File: src/rtl/pc_gen.sv
// pc_gen: instruction fetch address generator with stall, deferred branch, flush and wrap.
// Optional misaligned-target redirect is built in when PC_MISALIGN_CHECK_EN is defined.
module pc_gen #(
  parameter int              ADDR_W     = 32,
  parameter logic [ADDR_W-1:0] RESET_PC = '0,
  parameter int              INST_BYTES = 4,
  parameter logic [ADDR_W-1:0] EXC_VEC  = ADDR_W'(32'h0000_0020)
) (
  input  logic              clk,
  input  logic              rst,
  input  logic              stall_i,
  input  logic              branch_flag_i,
  input  logic [ADDR_W-1:0] branch_target_i,
  input  logic              flush_i,
  input  logic [ADDR_W-1:0] new_pc_i,
  output logic [ADDR_W-1:0] pc,
  output logic              ce,
  output logic              branch_pend_o,
  output logic              misalign_o
);
  localparam logic [ADDR_W-1:0] INC = ADDR_W'(INST_BYTES);
  logic [ADDR_W-1:0] r_pc, r_pend_tgt, w_tgt, w_fix, w_next;
  logic              r_ce, r_pend, r_mis, w_load, w_bad;
  assign w_load = flush_i | (~stall_i & (branch_flag_i | r_pend));
  assign w_tgt  = flush_i ? new_pc_i : branch_flag_i ? branch_target_i : r_pend_tgt;
`ifdef PC_MISALIGN_CHECK_EN
  // a flush straight to the exception vector is never redirected again
  assign w_bad  = w_load & (|(w_tgt & (INC - 1'b1))) & ~(flush_i & (new_pc_i == EXC_VEC));
`else
  assign w_bad  = 1'b0;
`endif
  assign w_fix  = w_bad ? EXC_VEC : w_tgt;
  assign w_next = ~r_ce ? RESET_PC : w_load ? w_fix : stall_i ? r_pc : r_pc + INC;
  always_ff @(posedge clk) begin
    if (!rst) begin
      r_ce       <= 1'b0;
      r_pc       <= RESET_PC;
      r_pend     <= 1'b0;
      r_pend_tgt <= '0;
      r_mis      <= 1'b0;
    end else begin
      r_ce  <= 1'b1;
      r_pc  <= w_next;
      r_mis <= r_ce & w_bad;
      r_pend <= r_ce & ~flush_i & stall_i & (branch_flag_i | r_pend);
      if (r_ce && !flush_i && stall_i && branch_flag_i) r_pend_tgt <= branch_target_i;
    end
  end
  assign pc            = r_pc;
  assign ce            = r_ce;
  assign branch_pend_o = r_pend;
  assign misalign_o    = r_mis;
endmodule

File: config.mk
export PLATFORM = sky130hd
export DESIGN_NAME = pc_gen
export DESIGN_NICKNAME = d
export VERILOG_FILES = /design/src/rtl/pc_gen.sv
export SDC_FILE = /design/constraint.sdc
export NUM_CORES = 1
export LEC_CHECK = 0
export ABC_AREA = 1
export ABC_CLOCK_PERIOD_IN_PS = 4100
export CAP_MARGIN = 10
export CORE_ASPECT_RATIO = 1.5
export CORE_MARGIN = 1.5
export CORE_UTILIZATION = 30
export CTS_CLUSTER_DIAMETER = 30
export CTS_CLUSTER_SIZE = 20
export DETAILED_ROUTE_END_ITERATION = 6
export PLACE_DENSITY = 0.56
export SYNTH_ARGS = -nofsm -noshare
export SYNTH_HDL_FRONTEND = slang
export SYNTH_SLANG_ARGS = --single-unit
File: constraint.sdc
create_clock -name clk -period 4.1 [get_ports clk]
set_clock_uncertainty 0.15 [all_clocks]
set_input_delay 0.41 -clock clk [delete_from_list [all_inputs] [get_ports clk]]
set_output_delay 0.41 -clock clk [all_outputs]
set_load 0.005 [all_outputs]
==> parameters.txt, run 1 <==
Parameter                              Value

Run status
  Run status ... finished with violations
  Violated checks ... DRC

Routing
  Remaining number of nets flagged by the antenna check after routing ... 0
  Total wire length ... 13800 µm
  Average vias per placed instance ... 4.87
  DRC errors left ... 5
  Starting DRC count in detailed routing ... 246
  Drt first pass iters ... 7
  WL per Instance ... roughly 15 µm
  Total number of vias ... 4491

Timing
  Final Slew Violations ... 0
  Hold Worst Slack ... around 0.31 ns
  Final period util ... 64.9%
  Fin Setup TNS ... 0 ns
  Final worst path period need ... between 2 and 3 ns
  Final-report setup violation count ... 0
  Setup repair after global routing missed its margin ... no
  Worst relative slew slack ... 63.3%
  Actual slew at the worst max-slew pin ... roughly 0.55 ns
  Maximum operating frequency ... 376 MHz
  Final-report hold violation count ... 0
  Crit path setup slack, layout ... 1.44 ns

Pwr
  P per Cell Area ... ~330 nW/µm²
  Switching fraction of total power ... 26.0%
  Fraction of power consumed by the clock network ... 45.3%
  Leakage power of the design ... ~2.0 nW
  Net switching power ... 468 µW
  Relative contribution of sequential cells to total power ... 38.6%
  Cell internal pwr ... 1.33 mW
  Peak supply drop ... roughly 0.18 mV
  Power share of the combinational group ... 16.1%

Finish
  Multi-input gate area in the final layout ... 2430 µm²
  Most common library cell in the layout ignoring fill and taps ... sky130_fd_sc_hd__nand2_1
  Final antenna diode count ... 0
  Sequential standard cell area ... 1320 µm²
  Layout cells sized above 1 ... between 6 and 7%
  Leading cell types in the layout, fill and taps excluded ... sky130_fd_sc_hd__nand2_1 (199), sky130_fd_sc_hd__nor2_1 (105), sky130_fd_sc_hd__clkdlybuf4s50_1 (102)
  Fin nets ... roughly 830
  Fill cell total of the finished layout ... about 1400
  Signed area change from the synthesized netlist to the final layout ... 33.3%

Worst setup path
  Endpoint arrival time on the critical path ... ~2.8 ns
  Critical-path top delay cell ... sky130_fd_sc_hd__clkdlybuf4s50_1
  Required time at the endpoint of the critical path ... 4.22 ns
  Critical path type ... primary input to register
  Number of cells on the worst reg-to-reg path ... 7
  Critical path's largest stage delay ... 0.46 ns
  Worst Setup End Kind ... register
  Most repeated library cell on the critical path ... sky130_fd_sc_hd__inv_2
  Highest net fanout along the worst path ... 41
  Worst-path cell chain ... clkdlybuf4s50_1 > inv_4 > nand2_8 > inv_2 > nand3_2 > buf_4 > inv_2 > o21ai_0 > a21oi_1
  Worst Setup Start Kind ... primary input
  Reg2Reg Setup Slack ... 2.10 ns

Synthesis
  Compound-cell area share of the yosys netlist ... 18.2%
  Post-synthesis share of cell area spent on xor and xnor gates ... less than 1%
  Post-synth net total ... 742
  Ys Warns ... 0
  Summed instance area of the synthesized netlist ... between 4000 and 5000 µm²
  Dominant combinational cell family by area after synthesis ... simple AND/OR/NAND/NOR gates
  Adder-Cell Fraction of Synth Area ... 0.304%
  Mux contribution to synthesized area ... 0%
  Simple-gate share of the synthesized area ... 40.1%
  Count of state elements after synthesis ... 66
  Synthesized area per cell ... 6.12 µm²
  Cell variety after synth ... 33
  Gate count after technology mapping ... 672
  Sequential fraction of the synthesis area ... 32.1%

Global route
  First-pass GRT wire length ... about 22000 µm
  GRT Overall Usage ... 19.5%
  Antenna violations before repair ... 0
  Aggregate global routing overflow ... 0
  Number of global-route vias before repair ... 4324
  Largest net degree at the start of global routing ... 44

CTS
  Maximum clock path buffer count ... 2
  Number of buffers inserted for hold repair after clock tree synthesis ... 0
  Num CTS Buffers ... 9
  CTS Root Cell ... sky130_fd_sc_hd__clkbuf_16
  Number of cells upsized or downsized after cts ... 0
  Clock slew at the register clock pins of the worst setup and hold paths ... 0.06 ns
  Buffers inserted by post-CTS timing repair ... 0
  CTS sink count ... 66
  Deepest level of the CTS H-tree ... 3
  Skew-Pair Late Insertion Delay ... around 0.34 ns
  CTS tree ... done

Floorplanning
  Die Area ... 14400 µm²
  Starting utilization of the core area ... between 30% and 40%
  Top-level port count ... roughly 100
  Chip Height ... between 100 and 150 µm
  Cell row count ... 52
  X dimension of the die ... 98.6 µm
  Core box area ... 13500 µm²

Placed design
  Worst setup slack after placement ... ~1.1 ns
  Weighted congestion at the end of routability-driven global placement ... 0.893
  Hpwl dp ... about 11000 µm
  Total of buffers placed on input and output ports ... a little over 100

Worst hold path
  Hold path cells ... 2
  Type of the tightest min-delay check ... register to register

Job
  Number of maximum-capacitance constraint violations ... 0
synth_stat cells:
| master | n | area share, % |
|---|---|---|
| sky130_fd_sc_hd__nor3_1 | 3 | 0.36 |
| sky130_fd_sc_hd__a21oi_1 | 56 | 6.8 |
| sky130_fd_sc_hd__nor2_2 | 12 | 1.8 |
| sky130_fd_sc_hd__nand3_1 | 46 | 5.6 |
| sky130_fd_sc_hd__or2_0 | 2 | 0.30 |
| sky130_fd_sc_hd__nand2_4 | 1 | 0.27 |
| sky130_fd_sc_hd__inv_4 | 1 | 0.15 |
| sky130_fd_sc_hd__nor2_4 | 1 | 0.27 |
| sky130_fd_sc_hd__inv_1 | 34 | 3.1 |
| sky130_fd_sc_hd__or2_2 | 1 | 0.15 |
| sky130_fd_sc_hd__xnor2_1 | 1 | 0.21 |
| sky130_fd_sc_hd__o211ai_1 | 13 | 2.4 |
| sky130_fd_sc_hd__a31oi_1 | 6 | 0.91 |
| sky130_fd_sc_hd__dfxtp_1 | 66 | 32 |
| sky130_fd_sc_hd__nand2_1 | 199 | 18 |
| sky130_fd_sc_hd__inv_2 | 4 | 0.36 |
| sky130_fd_sc_hd__a211oi_1 | 5 | 0.91 |
| sky130_fd_sc_hd__conb_1 | 1 | 0.091 |
| sky130_fd_sc_hd__buf_2 | 15 | 1.8 |
| sky130_fd_sc_hd__a21oi_2 | 1 | 0.21 |
| sky130_fd_sc_hd__clkbuf_1 | 9 | 0.82 |
| sky130_fd_sc_hd__nor2_1 | 105 | 9.6 |
| sky130_fd_sc_hd__nand3_2 | 1 | 0.24 |
| sky130_fd_sc_hd__and2_1 | 2 | 0.30 |
| sky130_fd_sc_hd__o21ai_1 | 6 | 0.73 |
| sky130_fd_sc_hd__ha_1 | 1 | 0.30 |
| sky130_fd_sc_hd__nand3b_1 | 9 | 1.6 |
| sky130_fd_sc_hd__xor2_1 | 1 | 0.21 |
| sky130_fd_sc_hd__nand2_2 | 6 | 0.91 |
| sky130_fd_sc_hd__o21ai_0 | 51 | 6.2 |
| sky130_fd_sc_hd__nand2_8 | 1 | 0.49 |
| sky130_fd_sc_hd__buf_4 | 8 | 1.5 |
| sky130_fd_sc_hd__buf_6 | 4 | 1.1 |
power by group through the flow:
stage | Sequential, mW | Combinational [mW] | Clock (mW)
2_1_floorplan | 0.703 | 0.157 | 0
3_3_place_gp | 0.711 | 0.289 | 0
3_5_place_dp | 0.711 | 0.291 | 0
4_1_cts | 0.697 | 0.292 | 0.830
5_1_grt | 0.701 | 0.323 | 0.855
6_report | 0.697 | 0.290 | 0.816
layer usage:
metal  global-route usage, %  share of wire, %  vias to the layer above
li1                        -                 -                     2346
met5                       0                 0                        -
met2                    35.6                53                      104
met1                    23.0                41                     2024
met3                    2.68               3.6                       17
met4                    7.21               2.3                        0
final timing paths:
path,from,to
setup / recovery,flush_i,r_pend_tgt[26]
hold / removal,r_pend_tgt[3],r_pend_tgt[3]
hold reg to reg,r_pend_tgt[3],r_pend_tgt[3]
setup reg to reg,branch_pend_o,pc[14]
final cells by class:
class                   count  area share, %
inverters                  39           2.71
flip-flops and latches     66           24.1
well taps                 162           3.70
repair buffers            109           19.6
clock inverters             6           1.51
multi-input cells         531           44.3
clock buffers               9           4.11
cells by family (layout without fill, tap and decap cells):
family,after synthesis,after routing
buffers and inverters,75,163
AO/OA/AOI/OAI,138,138
adder cells (fa/ha/maj),1,1
XOR/XNOR,2,2
other,1,1
AND/OR/NAND/NOR,389,389
flip-flops,66,66
through the flow:
step	std cells	util (%)	cell area, µm²	power [mW]
detailed placement	907	38.4	5180	1.00
global route	922	40.7	5490	1.88
CTS	922	40.7	5490	1.82
floorplan	672	-	4120	0.860
global placement	907	38.4	5180	1.00
finish	922	40.7	5490	1.80
sequential cells by signal, summed over array words and instances, names as in the netlist:
name / flops
branch_pend_o: 1
pc: 32
r_pend_tgt: 32
ce: 1
critical path: cells and delay by family:
kind	cells	cell delay, ns
buf+inv	5	1.76
simple gates	2	0.29
compound gates	2	0.28
(Power assumes the default switching activity.)
==> run 2: changes to the inputs <==
--- a/config.mk
+++ b/config.mk
@@ -6,7 +6,7 @@
 export NUM_CORES = 1
 export LEC_CHECK = 0
 export ABC_AREA = 1
-export ABC_CLOCK_PERIOD_IN_PS = 4100
+export ABC_CLOCK_PERIOD_IN_PS = 2630
 export CAP_MARGIN = 10
 export CORE_ASPECT_RATIO = 1.5
 export CORE_MARGIN = 1.5
==> constraint.sdc (replaced) <==
create_clock -name clk -period 2.63 [get_ports clk]
set_clock_uncertainty 0.15 [all_clocks]
set_input_delay 0.263 -clock clk [delete_from_list [all_inputs] [get_ports clk]]
set_output_delay 0.263 -clock clk [all_outputs]
set_load 0.005 [all_outputs]
==> run 2 against run 1 <==
The flow still finishes with violations (DRC). Die area unchanged. Sequential cell count unchanged. Non-clock buffer count increased by 4. Largest cell class unchanged.
==> parameters.txt, run 2 (synthesized netlist as in run 1, its figures left out) <==
Parameter                              Value

Routing
  Met3 wire length ... 654 µm
  Starting DRC count in detailed routing ... 315
  Total number of vias ... 4674
  DRC errors left ... 5
  Remaining number of nets flagged by the antenna check after routing ... 0
  DRT met1 WL ... 5950 µm
  Drt first pass iters ... 7
  WL per Instance ... 15.6 µm
  Uppermost layer routed ... met4
  Total met2 wirelength after detailed routing ... 7430 µm
  Average vias per placed instance ... 5.04
  Total wire length ... 14400 µm

CTS
  Buffers inserted by post-CTS timing repair ... 0
  Deepest level of the CTS H-tree ... 3
  CTS Root Cell ... sky130_fd_sc_hd__clkbuf_16
  CTS tree ... done
  Skew-Pair Late Insertion Delay ... 0.33 ns
  Maximum clock path buffer count ... 2
  Clock slew at the register clock pins of the worst setup and hold paths ... approximately 0.05 ns
  Num CTS Buffers ... 9
  CTS sink count ... 66
  Number of cells upsized or downsized after cts ... 0
  Number of buffers inserted for hold repair after clock tree synthesis ... 0

Placed design
  Total of buffers placed on input and output ports ... around 100
  Hpwl dp ... 10800 µm
  Weighted congestion at the end of routability-driven global placement ... between 0.8 and 0.9

Finish
  Final antenna diode count ... 0
  Layout cells sized above 1 ... roughly 6.8%
  Fin nets ... 830
  Most common library cell in the layout ignoring fill and taps ... sky130_fd_sc_hd__nand2_1
  Leading cell types in the layout, fill and taps excluded ... sky130_fd_sc_hd__nand2_1 (199), sky130_fd_sc_hd__nor2_1 (105), sky130_fd_sc_hd__clkdlybuf4s50_1 (102)
  Signed area change from the synthesized netlist to the final layout ... 34.5%

Worst setup path
  Most repeated library cell on the critical path ... sky130_fd_sc_hd__inv_2
  Worst setup path start ... flush_i
  Required time at the endpoint of the critical path ... 2.74 ns
  Dominant delay contributor by cell family on the critical path ... buffers and inverters
  Worst-path cell chain ... clkdlybuf4s50_1 > inv_4 > nand2_8 > inv_2 > nand3_2 > inv_2 > o21ai_0 > a21oi_1
  Worst Setup Start Kind ... primary input
  Reg-to-reg startpoint ... pc[2]
  Worst Setup End Kind ... register
  Critical path type ... primary input to register
  Number of buffers and inverters on the critical path ... 4
  Endpoint arrival time on the critical path ... 2.18 ns
  Critical path's largest stage delay ... approximately 0.52 ns
  Highest net fanout along the worst path ... 33
  Critical-path top delay cell ... sky130_fd_sc_hd__clkdlybuf4s50_1

Timing
  Setup repair after global routing missed its margin ... no
  Final-report hold violation count ... 0
  Final worst path period need ... 2.07 ns
  Worst relative slew slack ... a little over three fifths
  Actual slew at the worst max-slew pin ... 0.563 ns
  Final-report setup violation count ... 0
  Hold Worst Slack ... 0.319 ns
  Fin Setup TNS ... 0 ns
  Maximum operating frequency ... slightly below 500 MHz
  Final period util ... 78.6%
  Final Slew Violations ... 0

Global route
  Aggregate global routing overflow ... 0
  First-pass GRT wire length ... 23300 µm
  Largest net degree at the start of global routing ... 36
  GRT Overall Usage ... ~20%
  Antenna violations before repair ... 0
  Number of global-route vias before repair ... 4563

Worst hold path
  Type of the tightest min-delay check ... register to register
  Origin of the worst min-delay path ... r_pend_tgt[1]

Floorplanning
  Cell row count ... 52
  Die Area ... 14400 µm²
  Chip Height ... 146 µm
  Top-level port count ... 104
  X dimension of the die ... 98.6 µm
  Starting utilization of the core area ... 30.6%
  Core box area ... 13500 µm²

Pwr
  Total Power ... 2.86 mW
  Peak supply drop ... 0.266 mV
  P per Cell Area ... 517 nW/µm²
  Leakage power of the design ... around 2 nW

Run status
  Run status ... finished with violations
  Violated checks ... DRC

Job
  Number of maximum-capacitance constraint violations ... 0
run 2: cell types whose count changed in the layout (fill, tap and decap cells not counted), sizes merged:
cell      previous run  this run
buf                  7        11
clkbuf               9        14
clkinv               3         0
clkinvlp             1         0
run 2: final cells by class:
| cell class | instances | area (µm²) |
|---|---|---|
| inverter | 39 | 149 |
| timing repair buffer | 113 | 1120 |
| sequential | 66 | 1320 |
| clock inverter | 2 | 60.1 |
| multi-input combinational | 531 | 2430 |
| tap | 162 | 203 |
| clock buffer | 14 | 254 |
| fill | 1435 | 7930 |
run 2: worst paths after layout:
check | slack (ns) | endpoint | cells after the start
hold / removal | 0.32 | r_pend_tgt[1] | 2
setup / recovery | 0.56 | r_pend_tgt[26] | 8
setup reg to reg | 0.67 | pc[24] | 8
hold reg to reg | 0.32 | r_pend_tgt[1] | 2
run 2: power breakdown:
group,internal [mW],switching (mW)
registers,1.04,0.0464
clock network,0.858,0.450
logic,0.228,0.240
total,2.13,0.736
run 2: through the flow:
step	area (µm²)	instances	worst slack (ns)	utilization [%]
5_1_grt	5530	927	0.388	41.1
4_1_cts	5530	927	0.539	41.1
6_report	5530	927	0.563	41.1
3_3_place_gp	5220	911	0.247	38.8
2_1_floorplan	4120	672	1.08	-
3_5_place_dp	5220	911	0.205	38.8
run 2: per-layer routing:
| metal | vias to the layer above | global-route usage (%) |
|---|---|---|
| met2 | 137 | 35.9 |
| met4 | 0 | 8.21 |
| met5 | - | 0 |
| met1 | 2151 | 24.9 |
| li1 | 2361 | - |
| met3 | 25 | 3.11 |
run 2: worst reg2reg max path: stages, from the launching register on:
cell	delay, ns
sky130_fd_sc_hd__dfxtp_1	0.46
sky130_fd_sc_hd__ha_1	0.24
sky130_fd_sc_hd__nand3_1	0.17
sky130_fd_sc_hd__nor2_2	0.29
sky130_fd_sc_hd__nand3_1	0.15
sky130_fd_sc_hd__o21ai_0	0.17
sky130_fd_sc_hd__nand3_1	0.11
sky130_fd_sc_hd__nand2_1	0.07
sky130_fd_sc_hd__nand2_1	0.04
==> run 3: changes to the inputs <==
--- a/config.mk
+++ b/config.mk
@@ -6,7 +6,7 @@
 export NUM_CORES = 1
 export LEC_CHECK = 0
 export ABC_AREA = 1
-export ABC_CLOCK_PERIOD_IN_PS = 2630
+export ABC_CLOCK_PERIOD_IN_PS = 1900
 export CAP_MARGIN = 10
 export CORE_ASPECT_RATIO = 1.5
 export CORE_MARGIN = 1.5
@@ -14,7 +14,7 @@
 export CTS_CLUSTER_DIAMETER = 30
 export CTS_CLUSTER_SIZE = 20
 export DETAILED_ROUTE_END_ITERATION = 6
-export PLACE_DENSITY = 0.56
+export PLACE_DENSITY = 0.58
 export SYNTH_ARGS = -nofsm -noshare
 export SYNTH_HDL_FRONTEND = slang
 export SYNTH_SLANG_ARGS = --single-unit
==> constraint.sdc (replaced) <==
create_clock -name clk -period 1.9 [get_ports clk]
set_clock_uncertainty 0.15 [all_clocks]
set_input_delay 0.19 -clock clk [delete_from_list [all_inputs] [get_ports clk]]
set_output_delay 0.19 -clock clk [all_outputs]
set_load 0.005 [all_outputs]
==> run 3 against run 2 <==
The flow still finishes with violations (DRC). Total power increased by 35%. Sequential power grew 38%. Clock-buffer cell count decreased by 1. Register-to-register slack worse by 0.52 ns. Cell count up 3.3%. First-iteration DRC count fell by 17%. Critical path depth up 1. Cell area grew 5.2%. Critical endpoint is now pc[20]. Largest power group unchanged.
==> parameters.txt, run 3 (synthesized netlist as in run 1, its figures left out) <==
Parameter                              Value

Run status
  Run status ... finished with violations
  Violated checks ... DRC

Worst setup path
  Required time at the endpoint of the critical path ... slightly above 2 ns
  Endpoint of the worst-slack reg-to-reg timing path ... pc[26]
  Reg2Reg Setup Slack ... 0.15 ns
  Worst Setup End Kind ... register
  Reg-to-reg startpoint ... pc[14]
  Capturing instance or port of the critical path ... pc[20]
  Endpoint arrival time on the critical path ... 1.88 ns
  Critical path type ... primary input to register
  Number of cells on the worst reg-to-reg path ... 9
  Highest net fanout along the worst path ... 23
  Worst Setup Start Kind ... primary input
  Worst setup path start ... branch_flag_i

Placed design
  Weighted congestion at the end of routability-driven global placement ... between 0.9 and 1
  Total of buffers placed on input and output ports ... 102
  Hpwl dp ... 11200 µm
  Placed cells ... 943

CTS
  Buffers inserted by post-CTS timing repair ... 0
  Skew-Pair Late Insertion Delay ... about 0.34 ns
  Deepest level of the CTS H-tree ... 3
  Maximum clock path buffer count ... 2
  CTS sink count ... between 60 and 70
  Number of buffers inserted for hold repair after clock tree synthesis ... 0
  CTS Root Cell ... sky130_fd_sc_hd__clkbuf_16
  Num CTS Buffers ... 9
  CTS tree ... done
  Number of cells upsized or downsized after cts ... 0
  Clock slew at the register clock pins of the worst setup and hold paths ... 0.05 ns

Job
  Number of maximum-capacitance constraint violations ... 0

Timing
  Worst relative slew slack ... 37.1%
  Final-report setup violation count ... 0
  Final-report hold violation count ... 0
  Final Slew Violations ... 0
  Final worst path period need ... 1.75 ns
  Actual slew at the worst max-slew pin ... 0.940 ns
  Setup repair after global routing missed its margin ... no
  Final period util ... 92.2%
  Fin Setup TNS ... 0 ns
  Maximum operating frequency ... 571 MHz

Global route
  GRT Overall Usage ... 20.3%
  First-pass GRT wire length ... 23000 µm
  Largest net degree at the start of global routing ... 32
  Aggregate global routing overflow ... 0
  Number of global-route vias before repair ... roughly 4500
  Antenna violations before repair ... 0

Finish
  Final antenna diode count ... 0
  Layout cells sized above 1 ... 10.7%
  Number of standard cells in the layout, taps in and fillers out ... 958
  Fill cell total of the finished layout ... roughly 1400
  Leading cell types in the layout, fill and taps excluded ... sky130_fd_sc_hd__nand2_1 (199), sky130_fd_sc_hd__nor2_1 (104), sky130_fd_sc_hd__clkdlybuf4s50_1 (102)
  Fin nets ... 862
  Signed area change from the synthesized netlist to the final layout ... 41.4%
  Most common library cell in the layout ignoring fill and taps ... sky130_fd_sc_hd__nand2_1

Floorplanning
  Die Area ... 14400 µm²
  X dimension of the die ... between 90 and 100 µm
  Cell row count ... 52
  Starting utilization of the core area ... 30.6%
  Core box area ... 13500 µm²
  Top-level port count ... 104
  Chip Height ... around 150 µm

Pwr
  Net switching power ... between 1 and 1.5 mW
  Fraction of power consumed by the clock network ... 42.8%
  Total Power ... 3.85 mW
  Cell internal pwr ... ~2.8 mW
  Switching fraction of total power ... 26.1%
  Power share of the combinational group ... a little under a fifth
  Leakage power of the design ... 2.23 nW
  Relative contribution of sequential cells to total power ... 38.9%
  P per Cell Area ... 662 nW/µm²
  Peak supply drop ... 0.379 mV

Routing
  Drt first pass iters ... 7
  Average vias per placed instance ... 4.96
  Starting DRC count in detailed routing ... 261
  Total wire length ... ~15000 µm
  Total number of vias ... 4750
  Remaining number of nets flagged by the antenna check after routing ... 0
  DRC errors left ... 8
  WL per Instance ... around 15 µm

Worst hold path
  Type of the tightest min-delay check ... primary input to register
## run 3: critical path, cell delays in order
cell and delay (ns):
sky130_fd_sc_hd__clkdlybuf4s50_1 0.60, sky130_fd_sc_hd__buf_4 0.32, sky130_fd_sc_hd__nor2_1 0.07, sky130_fd_sc_hd__nor2_1 0.07
sky130_fd_sc_hd__o21ai_0 0.11, sky130_fd_sc_hd__buf_4 0.15, sky130_fd_sc_hd__a21oi_1 0.23, sky130_fd_sc_hd__nand2_1 0.08
sky130_fd_sc_hd__nand2_1 0.05
## run 3: layout make-up
type / instances / area [µm²] / share of cell area, %
flip-flops and latches: 66 / 1320 / 22.7
inverters: 39 / 149 / 2.56
clock inverters: 2 / 37.5 / 0.645
repair buffers: 145 / 1410 / 24.2
multi-input cells: 531 / 2450 / 42.2
clock buffers: 13 / 250 / 4.30
well taps: 162 / 203 / 3.48
## run 3: routing by layer
metal,global-route usage (%),vias up,routed length [µm]
met1,24.3,2163,6060
met5,0,-,0
met2,36.4,144,7560
met4,6.64,0,261
li1,-,2426,-
met3,3.78,17,689
## run 3: power groups by stage
| stage | sequential [mW] | clock, mW | combinational, mW |
|---|---|---|---|
| 2_1_floorplan | 1.52 | 0 | 0.338 |
| 3_3_place_gp | 1.53 | 0 | 0.700 |
| 3_5_place_dp | 1.53 | 0 | 0.703 |
| 4_1_cts | 1.50 | 1.68 | 0.706 |
| 5_1_grt | 1.51 | 1.75 | 0.779 |
| 6_report | 1.50 | 1.65 | 0.705 |
## run 3: stage by stage
stage / hold WS [ns] / utilization [%] / setup slack (ns) / cell area, µm²
after floorplan: 0.0677 / - / 0.349 / 4120
after global placement: 0.299 / 40.9 / -0.209 / 5510
after detailed placement: 0.304 / 40.9 / -0.197 / 5510
after CTS: 0.275 / 43.1 / 0.00561 / 5800
after global routing: 0.292 / 43.2 / 0.00445 / 5820
final: 0.282 / 43.2 / 0.148 / 5820
## run 3: worst min path at each step
stage | startpoint | endpoint | cells past startpoint
after CTS | branch_target_i[26] | r_pend_tgt[26] | 3
final | branch_target_i[26] | r_pend_tgt[26] | 3
after global routing | branch_target_i[30] | r_pend_tgt[30] | 3
after detailed placement | r_pend_tgt[4] | r_pend_tgt[4] | 2
after floorplan | rst | ce | 0
after global placement | r_pend_tgt[4] | r_pend_tgt[4] | 2
